$ cat src/rtl/amba_axi4_aw_register_slice.sv
`default_nettype none
// amba_axi4_aw_register_slice: two-entry AXI4 AW-channel skid buffer with fully registered
// outputs and a sticky M-side stall watchdog. Rev 1.0
module amba_axi4_aw_register_slice #(
  parameter int ADDRESS_WIDTH = 32,
  parameter int MAXWAIT       = 16
) (
  input  logic                     ACLK,
  input  logic                     ARESET,
  input  logic                     S_AWVALID,
  output logic                     S_AWREADY,
  input  logic [ADDRESS_WIDTH-1:0] S_AWADDR,
  input  logic [2:0]               S_AWPROT,
  output logic                     M_AWVALID,
  input  logic                     M_AWREADY,
  output logic [ADDRESS_WIDTH-1:0] M_AWADDR,
  output logic [2:0]               M_AWPROT,
  output logic [1:0]               occupancy,
  output logic                     stall_err
);

  localparam int CNT_W = $clog2(MAXWAIT + 1);
  localparam logic [CNT_W-1:0] CNT_MAX    = CNT_W'(MAXWAIT);
  localparam logic [CNT_W-1:0] CNT_MAX_M1 = CNT_W'(MAXWAIT - 1);

  typedef enum logic [1:0] {
    EMPTY = 2'd0,
    ONE   = 2'd1,
    TWO   = 2'd2
  } state_t;

  state_t                   state;
  logic [ADDRESS_WIDTH-1:0] skid_addr;
  logic [2:0]               skid_prot;
  logic [CNT_W-1:0]         stall_cnt;
  logic                     s_hs;
  logic                     m_hs;

  assign s_hs = S_AWVALID & S_AWREADY;
  assign m_hs = M_AWVALID & M_AWREADY;

  // Outputs are written alongside the state so each one reflects next_state directly.
  always_ff @(posedge ACLK or posedge ARESET) begin
    if (ARESET) begin
      state     <= EMPTY;
      S_AWREADY <= 1'b0;
      M_AWVALID <= 1'b0;
      M_AWADDR  <= '0;
      M_AWPROT  <= '0;
      skid_addr <= '0;
      skid_prot <= '0;
      occupancy <= 2'd0;
    end else begin
      case (state)
        EMPTY: begin
          S_AWREADY <= 1'b1;
          if (s_hs) begin
            M_AWADDR  <= S_AWADDR;
            M_AWPROT  <= S_AWPROT;
            M_AWVALID <= 1'b1;
            occupancy <= 2'd1;
            state     <= ONE;
          end
        end
        ONE: begin
          if (s_hs && m_hs) begin
            M_AWADDR <= S_AWADDR;
            M_AWPROT <= S_AWPROT;
          end else if (s_hs) begin
            skid_addr <= S_AWADDR;
            skid_prot <= S_AWPROT;
            S_AWREADY <= 1'b0;
            occupancy <= 2'd2;
            state     <= TWO;
          end else if (m_hs) begin
            M_AWVALID <= 1'b0;
            occupancy <= 2'd0;
            state     <= EMPTY;
          end
        end
        TWO: begin
          if (m_hs) begin
            M_AWADDR  <= skid_addr;
            M_AWPROT  <= skid_prot;
            S_AWREADY <= 1'b1;
            occupancy <= 2'd1;
            state     <= ONE;
          end
        end
        default: begin
          state     <= EMPTY;
          S_AWREADY <= 1'b0;
          M_AWVALID <= 1'b0;
          occupancy <= 2'd0;
        end
      endcase
    end
  end

  // Watchdog observes the M side only; it never feeds back into the data path.
  always_ff @(posedge ACLK or posedge ARESET) begin
    if (ARESET) begin
      stall_cnt <= '0;
      stall_err <= 1'b0;
    end else if (M_AWVALID && !M_AWREADY) begin
      if (stall_cnt != CNT_MAX) begin
        stall_cnt <= stall_cnt + CNT_W'(1);
      end
      if (stall_cnt == CNT_MAX_M1) begin
        stall_err <= 1'b1;
      end
    end else begin
      stall_cnt <= '0;
    end
  end

endmodule
`default_nettype wire

$ cat config.mk
export PLATFORM = sky130hd
export DESIGN_NAME = amba_axi4_aw_register_slice
export DESIGN_NICKNAME = d
export VERILOG_FILES = /design/src/rtl/amba_axi4_aw_register_slice.sv
export SDC_FILE = /design/constraint.sdc
export NUM_CORES = 1
export LEC_CHECK = 0
export BUFFER_PORTS_ARGS = -buffer_cell sky130_fd_sc_hd__buf_4
export CORE_UTILIZATION = 40
export CTS_CLUSTER_SIZE = 14
export DETAILED_ROUTE_END_ITERATION = 10
export GPL_TIMING_DRIVEN = 0
export PLACE_DENSITY = 0.69
export SETUP_SLACK_MARGIN = 0.3
export SYNTH_ARGS = -nofsm -noshare
export SYNTH_HDL_FRONTEND = slang
export SYNTH_SLANG_ARGS = --single-unit
$ cat constraint.sdc
create_clock -name ACLK -period 3.5 [get_ports ACLK]
set_clock_uncertainty 0.1 [all_clocks]
set_input_delay 0 -clock ACLK [delete_from_list [all_inputs] [get_ports ACLK]]
set_output_delay 0 -clock ACLK [all_outputs]
set_load 0.01 [all_outputs]
# Yosys cells after proc, flatten, opt, wreduce, memory -nomap -nowiden
# Cells that the tools add are included.
[word_totals]
output_inout_bits = 40
in_bits = 39
regBits = 80
[op_classes]
bitwise = 4
n_mux = 25
reduce_logical = 11
addsub = 1
eq_ne = 13
[op_table]
columns = ["op", "count"]
rows = [
  ["two-way mux 32 bit", 3],
  ["case mux 32 bit (3 select lines)", 1],
  ["!= test 2 bit, second input constant", 7],
  ["two-way mux 2 bit", 5],
  ["two-way mux 5 bit", 2],
  ["two-way mux 3 bit", 3],
  ["case mux 3 bit (3 select lines)", 1],
  ["AND reduction 4 bit", 2],
  ["two-way mux 1 bit", 7],
  ["case mux 1 bit (3 select lines)", 2],
  ["case mux 2 bit (3 select lines)", 1],
  ["AND reduction 3 bit", 2],
  ["adder 5 x 1 -> 5 bit, second input constant", 1],
  ["== test 5 x 4 -> 1 bit, second input constant", 1],
  ["!= test 5 bit, second input constant", 1],
  ["AND reduction 5 bit", 1],
  ["!= test 3 bit, second input constant", 1],
  ["nonzero test 3 bit", 1],
  ["bitwise AND 1 bit", 2],
  ["== test 2 x 1 -> 1 bit, second input constant", 1],
  ["== test 2 bit, second input constant", 1],
  ["logical AND 1 bit", 2],
  ["logical NOT 2 bit", 1],
  ["!= test 2 x 1 -> 1 bit, second input constant", 1],
  ["other kinds (3)", 4],
]

# Longest topological paths before layout
# Gate-level depths: netlist (run 1).
[logic_depth]
depth_word = 5
ltp_mapped = 5
ltp_nobuf = 5

# Worst setup path after synthesis (run 1)
# No wires, ideal clock.
[synth_path]
kind = "reg2reg"
from = "register state[0]"
to = "register M_AWADDR[19]"
stages_incl_launch_ff = 5
required_time_ns = 3.275
arrival_ns = 1.588
period_less_slack_ns = 1.813
path_slack_ns = 1.687
path_buffers = 1
setup_time_ns = 0.125
cell_sequence = "dfrtp_1 -> a21boi_2 -> o32ai_4 -> buf_6 -> mux2_2"
[synth_between]
elab_chain_len = 3
elab_cells_between_ends = 9
classes_between = "eq/ne: 5; mux: 1; reduce/logical: 3"
[synth_rtl]
columns = ["element", "line_no", "rtl"]
rows = [
  ["from (decl)", "32", "state_t state;"],
  ["from (signal assigned)", "45", "state <= EMPTY;"],
  ["from (signal assigned)", "62", "state <= ONE;"],
  ["from (signal assigned)", "74", "state <= TWO;"],
  ["== test 2 x 1 -> 1 bit, or another cell as far along", "54", "case (state)"],
  ["!= test 2 bit (no line) or nonzero test 3 bit (tied branches)", "--", ""],
  ["AND reduction 4 bit (no line)", "--", ""],
  ["to (signal assigned)", "83", "M_AWADDR <= skid_addr;"],
  ["to (decl)", "16", "output logic [ADDRESS_WIDTH-1:0] M_AWADDR,"],
]
# Several ways; a longest one is shown, not always the timed one.
# A chain may end at the register's enable or synchronous reset.

# Worst setup path after layout (run 1)
[layout_path]
from = "register state[0]"
to = "register M_AWADDR[10]"
# Same word-level chain as after synthesis.

==> impl_metrics.ini, run 1 <==
[global_route]
grt_start_max_net_pins = 68
antenna_found_initial = 0
grtUsageTotal = 0.1538
grt_pass1_wl_microns = 10850
grt_pass1_vias = 2309
grt-ovfl-total = 0

[route]
drt_iter0_markers = 73
vias_per_cell = 4.749
drtPass1Iterations = 4
wire_per_inst_microns = 14.19
drc = 0
routed_wirelength_microns = 6799
drtAntennaViolNets = 0
vias = 2275

[power_and_ir_drop]
power.density_nw_per_um2 = 791.4
clkPwrFrac = 0.157
pwr-share-seq = 0.419
p_int_w = 0.002662
ir_drop_mv = 0.3717
p_sw_w = 0.001198
p_leak_nw = 2.197
p_sw_frac = 0.3104
p_comb_frac = 0.424

[synthesis]
synth.avg_cell_area_sq_um = 15.01
synth_ff_type = dfrtp_1
synth_fp_nets = 280
synth.ff_latch_count = 80
async_reset_ff_frac = 1.000
synth-edff-count = 0
synth_top_area_frac = 0.5604
ys_warn_count = 0
synth_top_area_cell = dfrtp_1
synth_cells = 238
yosysSeqAreaShare = 0.5604
syn_area_sq_um = 3572
yosys-top-cells-area = dfrtp_1, mux2_2, buf_6, ha_1, inv_1
synth.distinct_cells = 29

[timing]
tns_ns = 0
hold_ws_ns = 0.05546
hold_viol = 0
maxSlewViolCount = 0
max_clock_freq_mhz = 500.5
setup_violations = 0
period_minus_slack_ns = 1.998
setup_ws_ns = 1.502
relSlewSlack = 0.4495
tightestPinTransition_ns = 0.8146
rsz0062_at_grt = false
period_share = 0.5708

[layout]
syn_to_final_growth_pct = 36.53
final_util = 0.5620
drive_gt1_frac = 0.5714
nNetsFinal = 408
final_cells = 479
diodes = 0
fillers = 727

[clock_tree]
clockRootBuffer = clkbuf_8
post_cts_buffers = 0
cts_num_sinks = 80
clkSlewWorstSetupHoldPaths_ns = 0.09
clockBufferDepth = 2
clk_latency_ns = 0.33
cts_tree = built
cts_inserted_buffers = 9
htree_levels = 3

[setup_path]
required_ns = 3.61
path_class = reg -> reg
r2r_end = M_AWADDR[10]
critPathCaptureType = register
worst_setup_path_start_kind = register
critPathArrivalTime_ns = 2.11
critPathLaunch = state[0]
r2r-start = state[0]
crit_fanout = 10
r2r_setup_slack_ns = 1.50
ff2ff_path_depth = 4

[status]
status = finished, final reports clean

[floorplanning]
core-area_sq_um = 8678
io_pins = 79
dieHeight_microns = 96.50
die_x_microns = 96.50
initial_utilization = 0.4116
die_area_sq_um = 9312
fp-row-count = 34

[job]
cap_violations = 0

[placed_design]
dpl.cell_count = 425
hpwl_microns = 4433
port_buffers = 78
place_congestion = 0.7130
place_ws_ns = 1.507

[worst_hold_path]
worst_hold_path_type = in -> async
## synth_stat cells (2+ instances only)
cell      number
nand2_1        2
nor2_1         4
xnor2_1        2
dfrtp_1       80
o21bai_1       2
buf_2          3
mux2i_1        2
inv_1          8
a21oi_1        2
o21ai_0        3
ha_1           3
nand2b_1       2
mux2_2       104
buf_6          6
## power groups by stage
| stage | Clock (W) | Sequential [W] | Combinational, W |
|---|---|---|---|
| after floorplan | 0 | 0.00169 | 0.000960 |
| after global placement | 0 | 0.00161 | 0.00159 |
| after detailed placement | 0 | 0.00164 | 0.00163 |
| after CTS | 0.000628 | 0.00162 | 0.00166 |
| after global routing | 0.000665 | 0.00168 | 0.00178 |
| final | 0.000606 | 0.00162 | 0.00164 |
## cell type report
class	count	area [sq um]	area share
plain buffers	10	90.09	0.01847
clock buffers	11	141.4	0.02899
clock inverters	5	32.53	0.006670
inverters	8	32.53	0.006670
multi-input cells	140	1450	0.2973
flip-flops and latches	80	2002	0.4105
well taps	108	135.1	0.02771
repair buffers	117	993.5	0.2037
## flip-flops by register name (all words and copies together) (netlist names)
register and flops:
M_AWPROT 3, S_AWREADY 1, state 2, skid_prot 3, M_AWADDR 32, skid_addr 32
stall_cnt 5, M_AWVALID 1, stall_err 1
## worst max-delay path, stage by stage (launching register included)
cell and delay (ns):
dfrtp_1 0.45, a21boi_2 0.21, o32ai_4 0.53, buf_6 0.24, mux2_2 0.34
## worst max-delay path by stage
stage               depth (start not counted)  slack [ns]            end
floorplan                                   1        1.35    M_AWADDR[0]
global placement                            2        0.27  skid_addr[22]
detailed placement                          4        1.51    M_AWADDR[4]
CTS                                         4        1.49    M_AWADDR[3]
global route                                4        1.41    M_AWADDR[8]
finish                                      4        1.50   M_AWADDR[10]
## repair_timing
action | CTS | global route
gates resized for setup | 0 | 0
endpoints found under the hold margin | 153 | 0
hold buffers | 38 | 0
## routing by layer
| layer | up-vias | share of wire | GRT usage |
|---|---|---|---|
| li1 | 1101 | - | - |
| met2 | 50 | 0.47 | 0.2559 |
| met4 | 0 | 0.0071 | 0.02941 |
| met1 | 1119 | 0.48 | 0.1970 |
| met3 | 5 | 0.043 | 0.05008 |
| met5 | - | 0 | 0 |
## cell usage in the layout, fill, tap and decap left out, types with 3 or more instances in the layout
| cell type | count |
|---|---|
| buf_2 | 3 |
| buf_4 | 79 |
| buf_6 | 6 |
| clkbuf_8 | 10 |
| clkinvlp_4 | 3 |
| dfrtp_1 | 80 |
| dlygate4sd3_1 | 38 |
| ha_1 | 3 |
| inv_1 | 7 |
| mux2_2 | 104 |
| nor2_1 | 4 |
| o21ai_0 | 3 |
## metrics by stage
stage | cell area (sq um) | total power [W]
after floorplan | 3572 | 0.002653
after detailed placement | 4323 | 0.003264
after global placement | 4293 | 0.003205
after global routing | 4877 | 0.004125
final | 4877 | 0.003860
after CTS | 4877 | 0.003910
## logic make-up (layout without fill, tap and decap cells)
logic type,Yosys count,after routing,share of synthesized area
buf+inv,18,151,0.03362
simple gates,15,15,0.02312
xor+xnor,3,3,0.007357
flops,80,80,0.5604
mux,107,107,0.3366
compound gates,12,12,0.02837
fa+ha+maj,3,3,0.01051
Note: power is estimated with default switching activity, not from simulation.
==> inputs of run 2 (changes only) <==
==> constraint.sdc (replaced) <==
create_clock -name ACLK -period 1.94 [get_ports ACLK]
set_clock_uncertainty 0.1 [all_clocks]
set_input_delay 0 -clock ACLK [delete_from_list [all_inputs] [get_ports ACLK]]
set_output_delay 0 -clock ACLK [all_outputs]
set_load 0.01 [all_outputs]
==> impl_metrics.ini, run 2 (synthesis gave the netlist of run 1 again) <==
[status]
status = finished, final reports clean

[layout]
drive_gt1_frac = 0.6177
regArea_sq_um = 2006
syn_to_final_growth_pct = 53.77
final_util = 0.6329
top_regs = M_AWADDR x32, skid_addr x32, stall_cnt x5
stdcell_area_sq_um = 5493
diodes = 0
final_cells = 503
mostFrequentLayoutCells = buf_4, dfrtp_1, mux2_2
multiInputGateArea_sq_um = 1635
final_common_cell = buf_4
fillers = 668
nNetsFinal = 432

[power_and_ir_drop]
ir_drop_mv = 0.7668
p_leak_nw = 2.545
power.density_nw_per_um2 = 1515

[route]
drtAntennaViolNets = 0
drc = 0
vias_per_cell = 4.863
drtPass1Iterations = 5
routed_wirelength_microns = 8042
wire_per_inst_microns = 15.99
drt_iter0_markers = 34
vias = 2446

[global_route]
grt-ovfl-total = 0
grtUsageTotal = 0.1634
grtUsageMet3 = 0.05008
antenna_found_initial = 0
grt.busiest_layer = met2
grtUsageMet2 = 0.2512
grt_pass1_wl_microns = 11360
grt_pass1_vias = 2349
grt_start_max_net_pins = 39
grtUsageMet1 = 0.2208

[clock_tree]
cts_inserted_buffers = 9
clkSlewWorstSetupHoldPaths_ns = 0.09
clockBufferDepth = 2
clockRootBuffer = clkbuf_8
htree_levels = 3
cts_num_sinks = 80
clk_latency_ns = 0.35
cts_tree = built

[floorplanning]
fp-row-count = 34
core-area_sq_um = 8678
dieHeight_microns = 96.50
io_pins = 79
initial_utilization = 0.4116
die_x_microns = 96.50
die_area_sq_um = 9312

[timing]
period_share = 0.8935
tightestPinTransition_ns = 0.4118
max_clock_freq_mhz = 576.9
setup_violations = 0
maxSlewViolCount = 0
hold_viol = 0
setup_ws_ns = 0.2065
relSlewSlack = 0.7249
period_minus_slack_ns = 1.733
hold_ws_ns = 0.09900
rsz0062_at_grt = true

[setup_path]
required_ns = 2.07
worst_setup_path_start_kind = register
crit_chain = nand2b_4, buf_8, o32ai_4, buf_12, clkbuf_16, mux2_4
worst-path-buf-inv = 3
critPathSlowestCell = dfrtp_2
critPathArrivalTime_ns = 1.86
cpPeakStageDelay_ns = 0.43
critPathCaptureType = register
cp_top_family = buffers and inverters
path_class = reg -> reg
crit_fanout = 8

[placed_design]
port_buffers = 78
post_dp_cell_area_sq_um = 4349
place_ws_ns = -0.01137
place_congestion = 0.6984
hpwl_microns = 4498
dpl.cell_count = 426

[worst_hold_path]
worst_hold_path_type = in -> async

[job]
cap_violations = 0
-- run 2: worst reg2reg max path, delay by kind of cell, from the launching register on --
kind                   cells  cell delay [ns]
buffers and inverters      3             0.52
DFF                        1             0.43
muxes                      1             0.29
and+or+nand+nor            1             0.15
AOI/OAI and AO/OA          1             0.13
-- run 2: final timing paths --
check | start | to | cells after the start | slack [ns]
max | state[0] | M_AWADDR[6] | 6 | 0.21
min | ARESET | M_AWPROT[1] | 3 | 0.1
max reg2reg | state[0] | M_AWADDR[6] | 6 | 0.21
min reg2reg | stall_err | stall_err | 1 | 0.40
max in group asynchronous | ARESET | skid_prot[2] | 4 | 1.12
min in group ACLK | S_AWADDR[3] | skid_addr[3] | 3 | 0.33
-- run 2: metrics by stage --
stage,power (W),setup TNS [ns]
after floorplan,0.004806,0
after global placement,0.005811,-0.05889
after detailed placement,0.005914,-0.02909
after CTS,0.007573,0
after global routing,0.008801,0
final,0.008322,0
-- run 2: final cells by class --
class	count	area share
sequential	80	0.3651
multi-input combinational	141	0.2977
timing repair buffer	140	0.2374
buffer	10	0.03121
clock buffer	12	0.02825
tap	108	0.02460
clock inverter	4	0.009567
inverter	8	0.006150
-- run 2: timing repair --
action,in CTS,in global routing
resized for setup,25,42
endpoints found under the setup margin,67,64
pin swaps,1,2
gates cloned,0,7
hold buffers,38,0
buffers inserted,6,10
hold endpoints to repair,153,0
-- run 2: power by group --
group	switching [W]	total (W)	internal (W)
Sequential	0.000469	0.00295	0.00248
Combinational	0.00143	0.00409	0.00267
Clock	0.000611	0.00128	0.000666
Total	0.00251	0.00832	0.00582
-- run 2: layer usage --
layer / wire, microns / part of all wire / vias to the layer above
met4: 61 / 0.0076 / 0
met3: 381 / 0.047 / 7
met5: 0 / 0 / -
li1: - / - / 1144
met2: 3930 / 0.49 / 58
met1: 3668 / 0.46 / 1237
==> inputs of run 3 (changes only) <==
--- a/config.mk
+++ b/config.mk
@@ -10,7 +10,7 @@
 export CTS_CLUSTER_SIZE = 14
 export DETAILED_ROUTE_END_ITERATION = 10
 export GPL_TIMING_DRIVEN = 0
-export PLACE_DENSITY = 0.69
+export PLACE_DENSITY = 0.62
 export SETUP_SLACK_MARGIN = 0.3
 export SYNTH_ARGS = -nofsm -noshare
 export SYNTH_HDL_FRONTEND = slang
==> impl_metrics.ini, run 3 (synthesis gave the netlist of run 1 again) <==
[route]
drtAntennaViolNets = 0
vias = 2364
drtPass1Iterations = 4
wire_per_inst_microns = 14.36
routed_wirelength_microns = 7038
vias_per_cell = 4.824
drt_iter0_markers = 51
drc = 0

[clock_tree]
clockBufferDepth = 2
cts_inserted_buffers = 9
cts_tree = built
cts_num_sinks = 80
htree_levels = 3
clk_latency_ns = 0.34
clkSlewWorstSetupHoldPaths_ns = 0.09
clockRootBuffer = clkbuf_8

[floorplanning]
fp-row-count = 34
io_pins = 79
die_x_microns = 96.50
core-area_sq_um = 8678
initial_utilization = 0.4116
die_area_sq_um = 9312
dieHeight_microns = 96.50

[layout]
top_regs = M_AWADDR x32, skid_addr x32, stall_cnt x5
drive_gt1_frac = 0.6021
nNetsFinal = 420
regArea_sq_um = 2006
multiInputGateArea_sq_um = 1489
diodes = 0
final_common_cell = mux2_2
final_cells = 490
final_util = 0.5933
fillers = 736
mostFrequentLayoutCells = mux2_2, buf_4, dfrtp_1
syn_to_final_growth_pct = 44.13

[setup_path]
r2r-start = state[0]
required_ns = 2.07
crit_fanout = 10
critPathSlowestCell = dfrtp_2
critPathArrivalTime_ns = 1.82
cpMostUsedCell = buf_12
critPathCaptureType = register
worst-path-buf-inv = 2
cp.depth = 5
crit_chain = a21boi_4, o32ai_4, buf_12, buf_12, mux2_2
path_class = reg -> reg
worst_setup_path_start_kind = register
cpPeakStageDelay_ns = 0.43
ff2ff_path_depth = 5
critPathCapture = M_AWADDR[17]
cp_top_family = flip-flops
critPathLaunch = state[0]
r2r_end = M_AWADDR[17]
r2r_setup_slack_ns = 0.25

[timing]
hold_viol = 0
hold_ws_ns = 0.1727
relSlewSlack = 0.7596
rsz0062_at_grt = true
maxSlewViolCount = 0
period_minus_slack_ns = 1.692
tns_ns = 0
max_clock_freq_mhz = 591.0
period_share = 0.8722
tightestPinTransition_ns = 0.3601
setup_violations = 0

[global_route]
grt-ovfl-total = 0
grt_pass1_wl_microns = 10860
grt_pass1_vias = 2271
grt_start_max_net_pins = 42
antenna_found_initial = 0
grtUsageTotal = 0.1545

[worst_hold_path]
worst_hold_path_type = in -> async

[placed_design]
port_buffers = 78
hpwl_microns = 4519
place_congestion = 0.6961
dpl.cell_count = 426

[power_and_ir_drop]
p_leak_nw = 2.326
power.density_nw_per_um2 = 1491
ir_drop_mv = 0.7418

[status]
status = finished, final reports clean

[job]
cap_violations = 0
==> run 3: final cells by class <==
cell class / count / area share
inverters: 8 / 0.006561
plain buffers: 10 / 0.02746
repair buffers: 129 / 0.2156
multi-input cells: 140 / 0.2892
well taps: 108 / 0.02625
clock inverters: 5 / 0.02066
flip-flops and latches: 80 / 0.3895
clock buffers: 10 / 0.02479
==> run 3: how the worst min path moves through the flow <==
stage / start / endpoint / slack [ns] / cells after the start
final: ARESET / M_AWADDR[15] / 0.17 / 4
after global routing: ARESET / M_AWADDR[16] / 0.19 / 4
after CTS: ARESET / M_AWADDR[16] / 0.16 / 4
after detailed placement: ARESET / M_AWADDR[9] / -0.008 / 3
after global placement: S_AWADDR[30] / skid_addr[30] / 0.14 / 2
after floorplan: S_AWADDR[27] / skid_addr[27] / 0.05 / 1
==> run 3: power by group <==
part	internal, W	leakage [nW]	total [W]	switching (W)
clock network	0.000851	0.113	0.00145	0.000602
logic	0.00209	1.26	0.00330	0.00121
registers	0.00248	0.956	0.00292	0.000439
==> run 3: repair_timing <==
action	in CTS	in global routing
setup endpoints to repair	67	67
gates resized for setup	9	13
setup buffers	5	4
hold buffers	38	0
cloned	1	1
pin swaps	1	1
endpoints found under the hold margin	152	0
==> run 3: layer usage <==
metal / up-vias / routed length, microns / track usage
met1: 1173 / 3165 / 0.1988
met2: 55 / 3376 / 0.2471
met4: 0 / 80 / 0.05882
met5: - / 0 / 0
li1: 1127 / - / -
met3: 9 / 416 / 0.04304
==> run 3: worst min-delay path, cell delays in order <==
cell	delay, ns
dlygate4sd3_1	0.54
buf_4	0.14
clkinvlp_4	0.08
buf_16	0.23
==> run 3: through the flow <==
step / instance area, sq um / power, W / worst slack (ns)
CTS: 5055 / 0.007628 / 0.1885
finish: 5149 / 0.007676 / 0.2480
global route: 5149 / 0.008145 / 0.1972
detailed placement: 4357 / 0.005927 / 0.003242
global placement: 4309 / 0.005819 / 0.01058
floorplan: 3588 / 0.004806 / 0.2154
